$ cat src/rtl/seg7_scan_ctrl.sv
`default_nettype none
// ============================================================================
// Module   : seg7_scan_ctrl
// Brief    : Four-digit multiplexed seven-segment driver with tear-free
//            data update and an all-anodes-off guard after each digit step.
// Options  : LEADING_ZERO_BLANK_EN - blank leading zero digits (digit 0 kept)
// Revision : 1.0 - initial release
// ============================================================================
module seg7_scan_ctrl #(
    parameter int GUARD_CYCLES = 16,
    parameter int SYNC_STAGES  = 2
) (
    input  logic        in_clk,
    input  logic        reset_clk,
    input  logic        scan_clk,
    input  logic        enable,
    input  logic [15:0] data_in,
    input  logic        data_valid,
    input  logic [3:0]  dp_in,
    output logic [3:0]  an,
    output logic [6:0]  seg,
    output logic        dp,
    output logic [1:0]  digit_sel
);

    localparam logic [1:0] c_ST_OFF   = 2'd0;
    localparam logic [1:0] c_ST_GUARD = 2'd1;
    localparam logic [1:0] c_ST_SHOW  = 2'd2;

    localparam logic [7:0] c_GUARD_LAST = 8'(GUARD_CYCLES - 1);
    localparam logic [6:0] c_SEG_OFF    = 7'h7F;

    // ------------------------------------------------------------------
    // scan_clk synchronizer and dual-edge detector
    // ------------------------------------------------------------------
    logic [SYNC_STAGES-1:0] r_scan_sync;
    logic                   r_scan_prev;
    logic                   w_step;

    always_ff @(posedge in_clk or posedge reset_clk) begin
        if (reset_clk) begin
            r_scan_sync <= '0;
            r_scan_prev <= 1'b0;
        end else begin
            r_scan_sync <= {r_scan_sync[SYNC_STAGES-2:0], scan_clk};
            r_scan_prev <= r_scan_sync[SYNC_STAGES-1];
        end
    end

    assign w_step = r_scan_sync[SYNC_STAGES-1] ^ r_scan_prev;

    // ------------------------------------------------------------------
    // Scan state machine
    // ------------------------------------------------------------------
    logic [1:0]  r_state;
    logic [7:0]  r_count;
    logic [1:0]  r_digit_sel;
    logic [1:0]  w_state_nx;
    logic [7:0]  w_count_nx;
    logic [1:0]  w_sel_nx;
    logic        w_step_take;
    logic        w_wrap;

    assign w_step_take = enable && (r_state != c_ST_OFF) && w_step;

    always_comb begin
        w_state_nx = r_state;
        w_count_nx = r_count;
        w_sel_nx   = r_digit_sel;
        w_wrap     = 1'b0;
        if (!enable) begin
            w_state_nx = c_ST_OFF;
        end else if (w_step_take) begin
            // A step always wins, even on the last guard cycle, so none is lost.
            w_wrap     = (r_digit_sel == 2'd3);
            w_sel_nx   = r_digit_sel + 2'd1;
            w_state_nx = c_ST_GUARD;
            w_count_nx = 8'd0;
        end else begin
            case (r_state)
                c_ST_OFF: begin
                    w_state_nx = c_ST_GUARD;
                    w_count_nx = 8'd0;
                end
                c_ST_GUARD: begin
                    if (r_count == c_GUARD_LAST) begin
                        w_state_nx = c_ST_SHOW;
                    end else begin
                        w_count_nx = r_count + 8'd1;
                    end
                end
                c_ST_SHOW: begin
                    w_state_nx = c_ST_SHOW;
                end
                default: begin
                    w_state_nx = c_ST_GUARD;
                    w_count_nx = 8'd0;
                end
            endcase
        end
    end

    // ------------------------------------------------------------------
    // Shadow / display registers: {dp[3:0], nibbles[15:0]}
    // ------------------------------------------------------------------
    logic [19:0] r_shadow;
    logic [19:0] r_disp;
    logic        r_pend;
    logic [19:0] w_shadow_nx;
    logic [19:0] w_disp_nx;
    logic        w_pend_nx;

    always_comb begin
        w_shadow_nx = data_valid ? {dp_in, data_in} : r_shadow;
        w_pend_nx   = r_pend | data_valid;
        w_disp_nx   = r_disp;
        // Transfer only at frame boundaries (or while dark) to avoid tearing.
        if (r_state == c_ST_OFF) begin
            if (w_pend_nx) begin
                w_disp_nx = w_shadow_nx;
            end
            w_pend_nx = 1'b0;
        end else if (w_wrap && w_pend_nx) begin
            w_disp_nx = w_shadow_nx;
            w_pend_nx = 1'b0;
        end
    end

    // ------------------------------------------------------------------
    // Output pattern, computed from next-state so it is registered in time
    // ------------------------------------------------------------------
    function automatic logic [6:0] seg7_decode(input logic [3:0] nib);
        logic [6:0] v;
        case (nib)
            4'h0:    v = 7'h40;
            4'h1:    v = 7'h79;
            4'h2:    v = 7'h24;
            4'h3:    v = 7'h30;
            4'h4:    v = 7'h19;
            4'h5:    v = 7'h12;
            4'h6:    v = 7'h02;
            4'h7:    v = 7'h78;
            4'h8:    v = 7'h00;
            4'h9:    v = 7'h10;
            4'hA:    v = 7'h08;
            4'hB:    v = 7'h03;
            4'hC:    v = 7'h46;
            4'hD:    v = 7'h21;
            4'hE:    v = 7'h06;
            default: v = 7'h0E;
        endcase
        return v;
    endfunction

    logic [3:0] w_nibble;
    logic [3:0] w_disp_dp;
    logic       w_blank;
    logic       w_show_nx;
    logic [3:0] w_an_nx;
    logic [6:0] w_seg_nx;
    logic       w_dp_nx;

    assign w_nibble  = w_disp_nx[{w_sel_nx, 2'b00} +: 4];
    assign w_disp_dp = w_disp_nx[19:16];
    assign w_show_nx = (w_state_nx == c_ST_SHOW);

`ifdef LEADING_ZERO_BLANK_EN
    assign w_blank = (w_sel_nx != 2'd0) &&
                     ((w_disp_nx[15:0] >> {w_sel_nx, 2'b00}) == 16'd0);
`else
    assign w_blank = 1'b0;
`endif

    always_comb begin
        w_an_nx  = 4'hF;
        w_seg_nx = c_SEG_OFF;
        w_dp_nx  = 1'b1;
        if (w_show_nx) begin
            w_an_nx  = ~(4'b0001 << w_sel_nx);
            w_seg_nx = w_blank ? c_SEG_OFF : seg7_decode(w_nibble);
            w_dp_nx  = ~w_disp_dp[w_sel_nx];
        end
    end

    // ------------------------------------------------------------------
    // State and output registers
    // ------------------------------------------------------------------
    logic [3:0] r_an;
    logic [6:0] r_seg;
    logic       r_dp;

    always_ff @(posedge in_clk or posedge reset_clk) begin
        if (reset_clk) begin
            r_state     <= c_ST_GUARD;
            r_count     <= 8'd0;
            r_digit_sel <= 2'd0;
            r_shadow    <= 20'd0;
            r_disp      <= 20'd0;
            r_pend      <= 1'b0;
            r_an        <= 4'hF;
            r_seg       <= c_SEG_OFF;
            r_dp        <= 1'b1;
        end else begin
            r_state     <= w_state_nx;
            r_count     <= w_count_nx;
            r_digit_sel <= w_sel_nx;
            r_shadow    <= w_shadow_nx;
            r_disp      <= w_disp_nx;
            r_pend      <= w_pend_nx;
            r_an        <= w_an_nx;
            r_seg       <= w_seg_nx;
            r_dp        <= w_dp_nx;
        end
    end

    assign an        = r_an;
    assign seg       = r_seg;
    assign dp        = r_dp;
    assign digit_sel = r_digit_sel;

endmodule
`default_nettype wire

$ cat config.mk
export PLATFORM = sky130hd
export DESIGN_NAME = seg7_scan_ctrl
export DESIGN_NICKNAME = d
export VERILOG_FILES = /design/src/rtl/seg7_scan_ctrl.sv
export SDC_FILE = /design/constraint.sdc
export NUM_CORES = 1
export LEC_CHECK = 0
export BUFFER_PORTS_ARGS = -buffer_cell sky130_fd_sc_hd__buf_2
export CAP_MARGIN = 30
export CORE_MARGIN = 2
export CORE_UTILIZATION = 52
export CTS_CLUSTER_DIAMETER = 150
export DETAILED_ROUTE_END_ITERATION = 16
export PLACE_DENSITY = 0.76
export SLEW_MARGIN = 20
export SYNTH_ARGS = -nofsm -noshare
export SYNTH_HDL_FRONTEND = slang
export SYNTH_SLANG_ARGS = --single-unit
$ cat constraint.sdc
create_clock -name in_clk -period 2.8 [get_ports in_clk]
set_input_delay 0 -clock in_clk [delete_from_list [all_inputs] [get_ports in_clk]]
set_output_delay 0 -clock in_clk [all_outputs]
set_load 0.005 [all_outputs]
Word-level counts from Yosys, hierarchy flattened
Memory sizes are Yosys's and may differ from the RTL's. Cells that the tools add are included.

Multiplexer cells: 22. Bitwise operators: 4. Magnitude comparators: 1. Reductions and logical operators: 6. Shift-type cells: 2. Eq/ne operators: 7. Add/sub/neg operators: 2.

Operator list (number): two-way mux 20 bit (4); variable part select 20 x 5 -> 4 bit (1); two-way mux 8 bit (2); one-hot mux 8 bit (2 select lines) (1); two-way mux 2 bit (5); adder 8 x 1 -> 8 bit, second input constant (1); == test 8 x 4 -> 1 bit, second input constant (1); two-way mux 7 bit (1); == test 2 bit, second input constant (3); two-way mux 1 bit (6); two-way mux 4 bit (1); inverter 4 bit (1); one-hot mux 2 bit (2 select lines) (1); left shift 1 x 2 -> 4 bit, first input constant (1); logical AND 1 bit (3); < comparator 2 x 3 -> 1 bit, second input constant (1); inequality test 3 bit, second input constant (1); AND reduction 3 bit (1); adder 2 x 1 -> 2 bit, second input constant (1); binary-select mux 1 bit (select 2 bit) (1); == test 2 x 1 -> 1 bit, second input constant (1); zero test 2 bit (1); inequality test 2 bit, second input constant (1); nonzero test 2 bit (1); 3 further kinds (3).

Bits in registers: 68. Memories: 1. Bits of input ports: 25. Memory bits (read-only): 112. Output and inout port bits: 14.

Memory list: (no name shown) (words 16, width 7, read ports 1, clocked after memory_dff 0, wr ports 0, line 134) `case (nib)`.

Logic depth before layout (Yosys ltp)
Gate-level depths: netlist of run 1.

Word-level depth: 12. Mapped depth: 14. Depth with buffers taken out: 13.

Worst setup path after synthesis of run 1
No wires, ideal clock.

Path kind: reg2reg. Start point: register r_state[0]. End point: register r_seg[3] (netlist: seg[3]). Arrival: 2.762 ns. Setup slack: -0.027 ns. Cell stages (with the launch flop): 15. Data required time: 2.736 ns. Cell sequence: dfstp_2 > inv_1 > ha_1 > inv_1 > o2bb2ai_2 > buf_6 > buf_6 > mux2_4 > mux4_2 > inv_1 > ha_1 > inv_1 > mux2i_1 > mux2i_1 > nand2b_1.

Longest elaborated chain between the ends: 11. Elaborated cells between the ends (all ways): 21. Classes of those cells: eq/ne (3); shift (1); mux (11); reduce/logical (5); memory (1).

RTL lines: from (decl) (line 55) `logic [1:0] r_state;`; from (signal assigned) (line 194) `r_state <= c_ST_GUARD;`; from (signal assigned) (line 204) `r_state <= w_state_nx;`; nonzero test 2 bit (line 64) `assign w_step_take = enable && (r_state != c_ST_OFF) && w_step;`; logical AND 1 bit (2 in a row) (line 64); two-way mux 1 bit (line 73) `end else if (w_step_take) begin`; two-way mux 1 bit (line 71) `if (!enable) begin`; logical AND 1 bit (line 123) `end else if (w_wrap && w_pend_nx) begin`; two-way mux 20 bit (line 123); two-way mux 20 bit * (line 118) `if (r_state == c_ST_OFF) begin`; named net w_disp_nx[13] (line 110) `logic [19:0] w_disp_nx;`; variable part select 20 x 5 -> 4 bit * (line 163) `assign w_nibble = w_disp_nx[{w_sel_nx, 2'b00} +: 4];`; memory (16 x 7 bit) *; two-way mux 7 bit * (line 178) `if (w_show_nx) begin`; named net w_seg_nx[3] (line 160) `logic [6:0] w_seg_nx;`; to (signal assigned) (line 201) `r_seg <= c_SEG_OFF;`; to (signal assigned) (line 211) `r_seg <= w_seg_nx;`; to (decl) (line 189) `logic [6:0] r_seg;`.

Mark *: on every way through the listed nets, which the timed path passes. The rest lies on a longest branch. A chain may end at the register's enable or synchronous reset.

Worst setup path in the final report of run 1
Start point: register r_digit_sel[0] (netlist: digit_sel[0]). End point: register r_seg[3] (netlist: seg[3]).

Longest elaborated chain between the ends: 9. Elaborated cells between the ends (all ways): 12. Classes of those cells: add/sub (1); eq/ne (1); shift (1); mux (7); reduce/logical (1); memory (1).

RTL lines: from (decl) (line 57) `logic [1:0] r_digit_sel;`; from (signal assigned) (line 206) `r_digit_sel <= w_sel_nx;`; == test 2 bit (line 75) `w_wrap = (r_digit_sel == 2'd3);`; two-way mux 1 bit (line 73); two-way mux 1 bit (line 71); logical AND 1 bit (line 123); two-way mux 20 bit (line 123); two-way mux 20 bit (line 118); named net w_disp_nx[8] (line 110); variable part select 20 x 5 -> 4 bit (line 163); memory (16 x 7 bit); two-way mux 7 bit (line 178); named net w_seg_nx[3] (line 160).

The timed path passes the listed nets, and every way through them passes these cells.

==> results of run 1 <==
-- registers in the layout (all words and copies together) (netlist names) --
signal,cells
r_scan_sync,2
r_state,2
r_count,8
r_shadow,20
r_disp,20
digit_sel,2
seg,7
r_scan_prev,1
an,4
dp,1
r_pend,1
-- layout by cell type (no fill, tap or decap), types with 3 or more instances in the layout --
cell type / netlist / final
mux2i_1: 9 / 8
buf_6: 4 / 5
buf_2: 1 / 38
mux2_4: 6 / 8
a21oi_1: 4 / 4
mux2_2: 32 / 30
o211ai_1: 4 / 4
nand3_1: 16 / 16
inv_1: 9 / 4
nand2b_1: 6 / 6
nor2_1: 4 / 4
and3_1: 9 / 7
and3_4: 1 / 3
bufinv_16: 0 / 3
ha_1: 11 / 4
ha_4: 0 / 3
buf_4: 4 / 20
dfrtp_1: 55 / 55
o21ai_0: 13 / 13
nand2_1: 10 / 10
clkbuf_8: 0 / 11
inv_2: 3 / 7
dlygate4sd3_1: 0 / 23
ha_2: 0 / 4
dfstp_2: 13 / 13
-- kinds of logic after synthesis --
kind of cell / count (synthesis) / share of synthesized area
buffers and inverters: 23 / 0.0420
xor gates and xnor gates: 2 / 0.00794
DFF: 68 / 0.545
and+or+nand+nor: 58 / 0.106
muxes: 49 / 0.182
adders and majority gates: 11 / 0.0436
AOI/OAI and AO/OA: 34 / 0.0738
-- power by group through the flow --
stage                     sequential [W]  clock, W  combinational (W)
after floorplan                  0.00117         0           0.000942
after global placement           0.00118         0            0.00120
after detailed placement         0.00119         0            0.00124
after CTS                        0.00117   0.00102            0.00146
after global routing             0.00119   0.00105            0.00184
final                            0.00118   0.00100            0.00172
-- metrics by stage --
| step | utilization | worst slack [ns] | total power (W) | std cells |
|---|---|---|---|---|
| final | 0.707 | -0.0474 | 0.00390 | 412 |
| after detailed placement | 0.592 | -0.0438 | 0.00243 | 363 |
| after floorplan | - | 0.0101 | 0.00211 | 245 |
| after CTS | 0.689 | 0.0165 | 0.00364 | 407 |
| after global placement | 0.592 | 0.0839 | 0.00238 | 363 |
| after global routing | 0.707 | -0.170 | 0.00408 | 412 |
-- worst paths after layout --
kind	end	startpoint	slack, ns
setup / recovery	seg[3]$_DFF_PP1_	digit_sel[0]$_DFF_PP0_	-0.05
hold / removal	r_shadow[4]$_DFF_PP0_	data_valid	0.12
setup reg to reg	seg[3]$_DFF_PP1_	digit_sel[0]$_DFF_PP0_	-0.05
hold reg to reg	r_scan_sync[1]$_DFF_PP0_	r_scan_sync[0]$_DFF_PP0_	0.35
max in group asynchronous	an[1]$_DFF_PP1_	reset_clk	1.77
min in group asynchronous	r_state[1]$_DFF_PP0_	reset_clk	0.27
-- worst reg2reg max path: cells and delay by family (launching register included) --
kind / cells / cell delay (ns)
AND/OR/NAND/NOR: 3 / 0.67
multiplexers: 3 / 0.51
flip-flops: 1 / 0.43
adder cells (fa/ha/maj): 2 / 0.42
buffers and inverters: 3 / 0.41
AO/OA/AOI/OAI: 2 / 0.34
-- routing by layer --
| layer | track usage | up-vias | share of wire |
|---|---|---|---|
| met1 | 0.279 | 1142 | 0.43 |
| met3 | 0.0385 | 16 | 0.036 |
| met2 | 0.331 | 70 | 0.51 |
| met5 | 0 | - | 0 |
| met4 | 0.130 | 0 | 0.026 |
| li1 | - | 1046 | - |
-- timing repair --
item / CTS / global route
hold buffers: 23 / 0
resized for setup: 10 / 18
hold endpoints to repair: 48 / 0
buffers inserted: 5 / 6
setup endpoints to repair: 3 / 7
pin swaps: 1 / 4
-- cell type report --
class                   count  area share
flip-flops and latches     68       0.413
clock buffers              12      0.0373
clock inverters             4      0.0228
well taps                  75      0.0225
repair buffers             87       0.155
multi-input cells         154       0.338
inverters                  12      0.0114
==> impl_metrics.env, run 1 <==
export IMPL_ant_nets=0
export IMPL_status="finished with violations"
export IMPL_p_leak_nw=1.85
export IMPL_switchingPower_w=0.00131
export IMPL_critPathMaxStageDelay_ns=0.43
export IMPL_antenna_found_initial=0
export IMPL_path_cells="ha_2, o211a_1, o2bb2ai_4, buf_6, mux2_4, and3_4, nor4_4, buf_4, ha_4, inv_2, mux2i_1, mux2i_1, nand2b_1"
export IMPL_synth_most_common_cell="dfrtp_1"
export IMPL_ys_seq_area_frac=0.545
export IMPL_fin_crit_ns=2.85
export IMPL_yosys_warnings=0
export IMPL_power_frac_clock=0.257
export IMPL_crit_arrival_ns=3.12
export IMPL_vias=2274
export IMPL_cp_num_buf_inv=3
export IMPL_clkTransAtPathRegs_ns=0.07
export IMPL_relSlewSlack=0.602
export IMPL_synth_top_area_frac=0.436
export IMPL_rows=28
export IMPL_port_buffers=38
export IMPL_maxCapViolCount=0
export IMPL_crit_top_cell="mux2i_1"
export IMPL_p_sw_frac=0.335
export IMPL_pwr_density_cell_mw_per_mm2=936
export IMPL_ys_ff_latch=68
export IMPL_grt_pass1_wl_um=10300
export IMPL_grt_overflow=0
export IMPL_ir_drop_v=0.000625
export IMPL_fp_dieW_um=81.9
export IMPL_crit_family="simple AND/OR/NAND/NOR gates"
export IMPL_whs_path_depth=2
export IMPL_comb_power_share=0.441
export IMPL_io_pins=39
export IMPL_worst_pin_slew_ns=0.596
export IMPL_cp_max_fo=5
export IMPL_cts_tree="built"
export IMPL_first_iter_violations=172
export IMPL_final_cell_area_mm2=0.00416
export IMPL_htree_levels=3
export IMPL_synth_cells=245
export IMPL_drc_errors=0
export IMPL_timing_hold_ws_ns=0.123
export IMPL_dieHeight_um=81.9
export IMPL_drive_above_1_share=0.475
export IMPL_clock_path_buffers=2
export IMPL_initial_core_util=0.536
export IMPL_rsz0062_at_grt="yes"
export IMPL_clk_latency_ns=0.34
export IMPL_finalWirelength_um=7000
export IMPL_first_pass_iters=4
export IMPL_hp_class="input port to flip-flop"
export IMPL_grt_start_max_net_pins=30
export IMPL_maxSlewViolCount=0
export IMPL_synthTopCellsByArea="dfrtp_1, mux2_2, dfstp_2, ha_1, mux2i_1"
export IMPL_final_setup_tns_ns=-0.0474
export IMPL_synth_common_cells="dfrtp_1, mux2_2, nand3_1"
export IMPL_grt_util_all_layers=0.213
export IMPL_max_freq_ghz=0.351
export IMPL_fill_cells=383
export IMPL_diodes=0
export IMPL_synth_edf_count=0
export IMPL_post_route_period_util=1.02
export IMPL_globalplace_congestion=0.776
export IMPL_synthArstFlopShare=1.00
export IMPL_violations="setup timing"
export IMPL_worst_setup_path_type="flip-flop to flip-flop"
export IMPL_placedInstanceArea_mm2=0.00348
export IMPL_seq_area_mm2=0.00172
export IMPL_worst_setup_path_end_kind="flip-flop"
export IMPL_syn_to_final_growth_pct=32.0
export IMPL_seqPwrFrac=0.302
export IMPL_via_per_inst=5.52
export IMPL_ys_flop_type="dfrtp_1"
export IMPL_dpl_hpwl_um=4210
export IMPL_skew_ns=0.00561
export IMPL_required_ns=3.08
export IMPL_final_nets=368
export IMPL_netlist_area_mm2=0.00315
export IMPL_multi_input_area_mm2=0.00141
export IMPL_yosys_area_top_type="dfrtp_1"
export IMPL_grt_pass1_vias=2158
export IMPL_post_drt_wl_per_cell_um=17.0
export IMPL_internal_power_w=0.00259
export IMPL_cts_buffers=9
export IMPL_ys_types=45
export IMPL_clockRootBuffer="clkbuf_8"
export IMPL_slowest_stage="dfrtp_1"
export IMPL_reg2reg_depth=13
export IMPL_worst_path_stages=13
export IMPL_core_area_mm2=0.00589
export IMPL_dieArea_mm2=0.00671
export IMPL_worst_slack_ns=-0.0474
export IMPL_synth_fp_nets=281
export IMPL_cts_sinks=68
export IMPL_finalSetupViolCount=1
export IMPL_avgSynthCellArea_um2=12.9
export IMPL_hold_violations=0
export IMPL_start_kind="flip-flop"
Note: power is estimated with default switching activity, not from simulation.
==> run 2: changes to the inputs <==
CORE_UTILIZATION = 57   (was 52)
HOLD_SLACK_MARGIN = 0.15   (was unset)
PLACE_DENSITY = 0.79   (was 0.76)
clock period = 2.95 ns   (was 2.8 ns; I/O delays follow)
==> run 2 against run 1 <==
Global-route usage increased by 0.66 points. Wire length is 7.7% lower. Final cell count fell by 2.2%. Critical endpoint unchanged. Flip-flop and latch count is the same. Largest power group unchanged. Non-clock buffer count is 6 lower. Worst hold slack better by 0.069 ns. Clock-buffer cell count is 1 lower. Via count fell by 4.1%. Combinational power fell by 23%. Critical path type unchanged. The flow now finishes without violations. Sequential share of layout area rose by 1.5 points. Design area fell by 3.5%. Utilization increased by 3.1 points.
==> impl_metrics.env, run 2 (synthesis gave the netlist of run 1 again) <==
export IMPL_final_nets=362
export IMPL_io_pins=39
export IMPL_htree_levels=3
export IMPL_dp_cells=354
export IMPL_reg2reg_depth=11
export IMPL_clkTransAtPathRegs_ns=0.07
export IMPL_crit_family="multiplexers"
export IMPL_grt_start_max_net_pins=31
export IMPL_crit_arrival_ns=3.12
export IMPL_cp_max_fo=12
export IMPL_final_core_util=0.738
export IMPL_status="completed"
export IMPL_core_area_mm2=0.00544
export IMPL_drc_errors=0
export IMPL_fin_crit_ns=2.87
export IMPL_cts_sinks=68
export IMPL_fill_cells=341
export IMPL_p_leak_nw=1.80
export IMPL_grt_util_all_layers=0.220
export IMPL_clock_path_buffers=2
export IMPL_grt_overflow=0
export IMPL_crit_top_cell="mux2i_1"
export IMPL_final_setup_tns_ns=0
export IMPL_final_cell_count_no_fill=403
export IMPL_dpl_hpwl_um=4030
export IMPL_rows=27
export IMPL_vias=2180
export IMPL_required_ns=3.21
export IMPL_cts_buffers=9
export IMPL_worst_setup_path_type="flip-flop to flip-flop"
export IMPL_first_pass_iters=4
export IMPL_critPathMaxStageDelay_ns=0.51
export IMPL_dieArea_mm2=0.00614
export IMPL_skew_ns=0.00753
export IMPL_ir_drop_v=0.000568
export IMPL_fp_dieW_um=78.4
export IMPL_clk_latency_ns=0.34
export IMPL_final_common_cell="dfrtp_1"
export IMPL_hp_class="input port to asynchronous set/reset pin"
export IMPL_maxSlewViolCount=0
export IMPL_syn_to_final_growth_pct=27.3
export IMPL_cp_num_buf_inv=2
export IMPL_port_buffers=38
export IMPL_first_iter_violations=97
export IMPL_worst_setup_path_end_kind="flip-flop"
export IMPL_maxCapViolCount=0
export IMPL_timing_hold_ws_ns=0.192
export IMPL_grt_pass1_wl_um=10300
export IMPL_drive_above_1_share=0.435
export IMPL_reg2reg_from="digit_sel[0]$_DFF_PP0_"
export IMPL_start_kind="flip-flop"
export IMPL_globalplace_congestion=0.882
export IMPL_clockRootBuffer="clkbuf_8"
export IMPL_initial_core_util=0.580
export IMPL_post_route_period_util=0.971
export IMPL_layout_common_cells="dfrtp_1, buf_2, mux2_2"
export IMPL_finalSetupViolCount=0
export IMPL_antenna_found_initial=0
export IMPL_reg2reg_to="seg[3]$_DFF_PP1_"
export IMPL_diodes=0
export IMPL_rrSetupSlack_ns=0.08
export IMPL_path_cells="ha_1, o211a_1, o2bb2ai_4, buf_12, mux2_2, mux4_2, buf_4, ha_2, mux2i_1, mux2i_1, nand2b_1"
export IMPL_top_regs="r_disp: 20 flops, r_shadow: 20 flops, r_count: 8 flops"
export IMPL_grt_pass1_vias=2135
export IMPL_max_freq_ghz=0.349
export IMPL_ant_nets=0
export IMPL_cts_tree="built"
export IMPL_worst_pin_slew_ns=0.454
export IMPL_slowest_stage="mux4_2"
export IMPL_finalWirelength_um=6450
export IMPL_hold_violations=0
export IMPL_dieHeight_um=78.4
export IMPL_post_drt_wl_per_cell_um=16.0
export IMPL_relSlewSlack=0.698
export IMPL_via_per_inst=5.41
export IMPL_pwr_density_cell_mw_per_mm2=813
==> run 2: cell count changes in the layout (fill, tap and decap cells not counted), sizes merged <==
cell	delta
clkinv	+2
bufinv	-1
buf	-8
dlygate4sd3	+1
==> run 2: metrics by stage <==
step / power, W / area (um^2) / setup slack (ns)
2_1_floorplan: 0.00200 / 3150 / 0.123
3_3_place_gp: 0.00219 / 3430 / 0.166
3_5_place_dp: 0.00222 / 3430 / 0.0397
4_1_cts: 0.00309 / 3890 / 0.000287
5_1_grt: 0.00346 / 4020 / -0.0699
6_report: 0.00327 / 4020 / 0.0846
==> run 2: cell type report <==
class / count / area (um^2) / share of cell area
clock buffers: 11 / 141 / 0.0352
clock inverters: 5 / 75.1 / 0.0187
inverters: 12 / 45.0 / 0.0112
multi-input cells: 154 / 1340 / 0.334
flip-flops and latches: 68 / 1720 / 0.428
well taps: 72 / 90.1 / 0.0224
repair buffers: 81 / 603 / 0.150
==> run 2: repair_timing <==
action | 4_1_cts | 5_1_grt
gates resized for setup | 0 | 10
setup buffers | 0 | 8
hold endpoints to repair | 106 | 0
endpoints found under the setup margin | 0 | 6
hold buffers | 24 | 0
==> run 2: layer usage <==
metal  vias to the layer above  wire, um  global-route usage
li1                       1035         -                   -
met1                      1087      2980               0.299
met2                        50      3170               0.343
met3                         8       225              0.0655
met4                         0        77              0.0719
met5                         -         0                   0
==> run 2: worst max-delay path by stage <==
| stage | end | startpoint | slack [ns] | cells after the start |
|---|---|---|---|---|
| floorplan | seg[3]$_DFF_PP1_ | r_state[0]$_DFF_PP1_ | 0.12 | 14 |
| global placement | seg[3]$_DFF_PP1_ | r_state[0]$_DFF_PP1_ | 0.17 | 13 |
| detailed placement | seg[3]$_DFF_PP1_ | r_state[1]$_DFF_PP0_ | 0.04 | 13 |
| CTS | seg[3]$_DFF_PP1_ | r_state[0]$_DFF_PP1_ | 0.0003 | 13 |
| global route | seg[3]$_DFF_PP1_ | r_state[1]$_DFF_PP0_ | -0.07 | 13 |
| finish | seg[3]$_DFF_PP1_ | digit_sel[0]$_DFF_PP0_ | 0.08 | 11 |
==> run 2: worst min-delay path: stages <==
cell           delay [ns]
dlygate4sd3_1        0.53
buf_2                0.13
inv_2                0.30
==> run 2: report_power, final <==
group,internal [W],switching (W),leakage (nW)
combinational,0.000618,0.000704,0.892
clock,0.000495,0.000332,0.113
sequential,0.00106,0.0000563,0.799
==> run 3: changes to the inputs <==
CORE_ASPECT_RATIO = 1.25   (was unset)
==> run 3 against run 2 <==
First-iteration DRC count up 120%. Largest cell class unchanged. Design area grew 2.1%. Non-clock buffer count is 5 higher.
==> impl_metrics.env, run 3 (synthesis gave the netlist of run 1 again) <==
export IMPL_multi_input_area_mm2=0.00137
export IMPL_dp_cells=345
export IMPL_ant_nets=0
export IMPL_via_per_inst=5.62
export IMPL_start_kind="flip-flop"
export IMPL_maxCapViolCount=0
export IMPL_relSlewSlack=0.614
export IMPL_timing_hold_ws_ns=0.218
export IMPL_clockRootBuffer="clkbuf_8"
export IMPL_initial_core_util=0.588
export IMPL_post_drt_wl_per_cell_um=16.8
export IMPL_dieHeight_um=87.2
export IMPL_io_pins=39
export IMPL_clock_path_buffers=2
export IMPL_finalWirelength_um=6730
export IMPL_port_buffers=38
export IMPL_clkTransAtPathRegs_ns=0.08
export IMPL_maxSlewViolCount=0
export IMPL_final_cell_area_mm2=0.00410
export IMPL_first_pass_iters=4
export IMPL_htree_levels=3
export IMPL_antenna_found_initial=0
export IMPL_cts_sinks=68
export IMPL_fin_crit_ns=2.89
export IMPL_globalplace_congestion=0.830
export IMPL_grt_start_max_net_pins=48
export IMPL_p_leak_nw=1.83
export IMPL_placedInstanceArea_mm2=0.00342
export IMPL_drive_above_1_share=0.446
export IMPL_crit_arrival_ns=3.15
export IMPL_ir_drop_v=0.000549
export IMPL_first_iter_violations=214
export IMPL_required_ns=3.21
export IMPL_cts_tree="built"
export IMPL_post_route_period_util=0.980
export IMPL_final_nets=367
export IMPL_worst_setup_path_end_kind="flip-flop"
export IMPL_rows=30
export IMPL_worst_pin_slew_ns=0.578
export IMPL_hp_class="input port to asynchronous set/reset pin"
export IMPL_final_cell_count_no_fill=400
export IMPL_clk_latency_ns=0.35
export IMPL_seq_area_mm2=0.00172
export IMPL_fp_dieW_um=70.5
export IMPL_final_common_cell="dfrtp_1"
export IMPL_finalSetupViolCount=0
export IMPL_grt_overflow=0
export IMPL_fill_cells=298
export IMPL_core_area_mm2=0.00537
export IMPL_top_regs="r_disp: 20 flops, r_shadow: 20 flops, r_count: 8 flops"
export IMPL_grt_pass1_wl_um=10200
export IMPL_cts_buffers=9
export IMPL_worst_setup_path_type="flip-flop to flip-flop"
export IMPL_skew_ns=0.0116
export IMPL_totalPowerFinal_w=0.00335
export IMPL_vias=2246
export IMPL_diodes=0
export IMPL_pwr_density_cell_mw_per_mm2=818
export IMPL_grt_pass1_vias=2146
export IMPL_max_freq_ghz=0.346
export IMPL_status="completed"
export IMPL_final_setup_tns_ns=0
export IMPL_drc_errors=0
export IMPL_rsz0062_at_grt="yes"
export IMPL_hold_violations=0
export IMPL_layout_common_cells="dfrtp_1, buf_2, mux2_2"
export IMPL_dieArea_mm2=0.00615
export IMPL_dpl_hpwl_um=3900
export IMPL_syn_to_final_growth_pct=30.0
export IMPL_cp_max_fo=6
export IMPL_grt_util_all_layers=0.218
-- run 3: cell count changes in the layout (fill, tap and decap cells not counted), sizes merged --
cell | before | now
buf | 56 | 58
clkinv | 3 | 2
clkinvlp | 0 | 1
dlygate4sd3 | 24 | 26
inv | 12 | 13
-- run 3: worst max-delay path, cell delays in order (launching register included) --
cell       delay, ns
dfrtp_1         0.40
ha_2            0.20
o211a_1         0.20
o2bb2ai_4       0.17
buf_12          0.16
mux2_4          0.32
and3_4          0.19
nor4_4          0.40
inv_2           0.16
ha_2            0.23
mux2i_1         0.14
mux2i_1         0.08
nand2b_1        0.15
-- run 3: area by class of cell --
type / count / area share
Sequential cell: 68 / 0.419
Clock inverter: 6 / 0.0211
Timing Repair Buffer: 86 / 0.162
Multi-Input combinational cell: 154 / 0.334
Tap cell: 64 / 0.0195
Inverter: 12 / 0.0116
Clock buffer: 10 / 0.0336
-- run 3: repair_timing --
item | 4_1_cts | 5_1_grt
hold buffers | 26 | 0
setup buffers | 0 | 11
resized for setup | 0 | 15
hold endpoints to repair | 69 | 0
endpoints found under the setup margin | 0 | 6
-- run 3: final timing paths --
path / start / slack, ns / to / depth (start not counted)
max in group asynchronous: reset_clk / 1.78 / r_disp[19]$_DFF_PP0_ / 4
setup reg to reg: digit_sel[1]$_DFF_PP0_ / 0.06 / seg[3]$_DFF_PP1_ / 12
hold reg to reg: r_scan_sync[0]$_DFF_PP0_ / 0.38 / r_scan_sync[1]$_DFF_PP0_ / 0
setup / recovery: digit_sel[1]$_DFF_PP0_ / 0.06 / seg[3]$_DFF_PP1_ / 12
min in group in_clk: scan_clk / 0.30 / r_scan_sync[0]$_DFF_PP0_ / 2
hold / removal: reset_clk / 0.22 / r_scan_sync[0]$_DFF_PP0_ / 3
-- run 3: where the power goes --
part	leakage, nW	switching (W)	internal (W)
Sequential	0.800	0.0000511	0.00106
Clock	0.113	0.000361	0.000499
Combinational	0.921	0.000730	0.000655
-- run 3: layer usage --
| metal | GRT usage | routed length, um | vias up | share of wire |
|---|---|---|---|---|
| li1 | - | - | 1046 | - |
| met1 | 0.266 | 2820 | 1104 | 0.42 |
| met2 | 0.369 | 3370 | 74 | 0.50 |
| met3 | 0.0613 | 340 | 22 | 0.051 |
| met4 | 0.0840 | 194 | 0 | 0.029 |
| met5 | 0 | 0 | - | 0 |
-- run 3: through the flow --
step                      setup slack, ns   util
final                              0.0581  0.764
after global routing               -0.109  0.764
after CTS                          0.0297  0.727
after detailed placement           0.0607  0.637
after global placement              0.142  0.637
after floorplan                     0.123      -
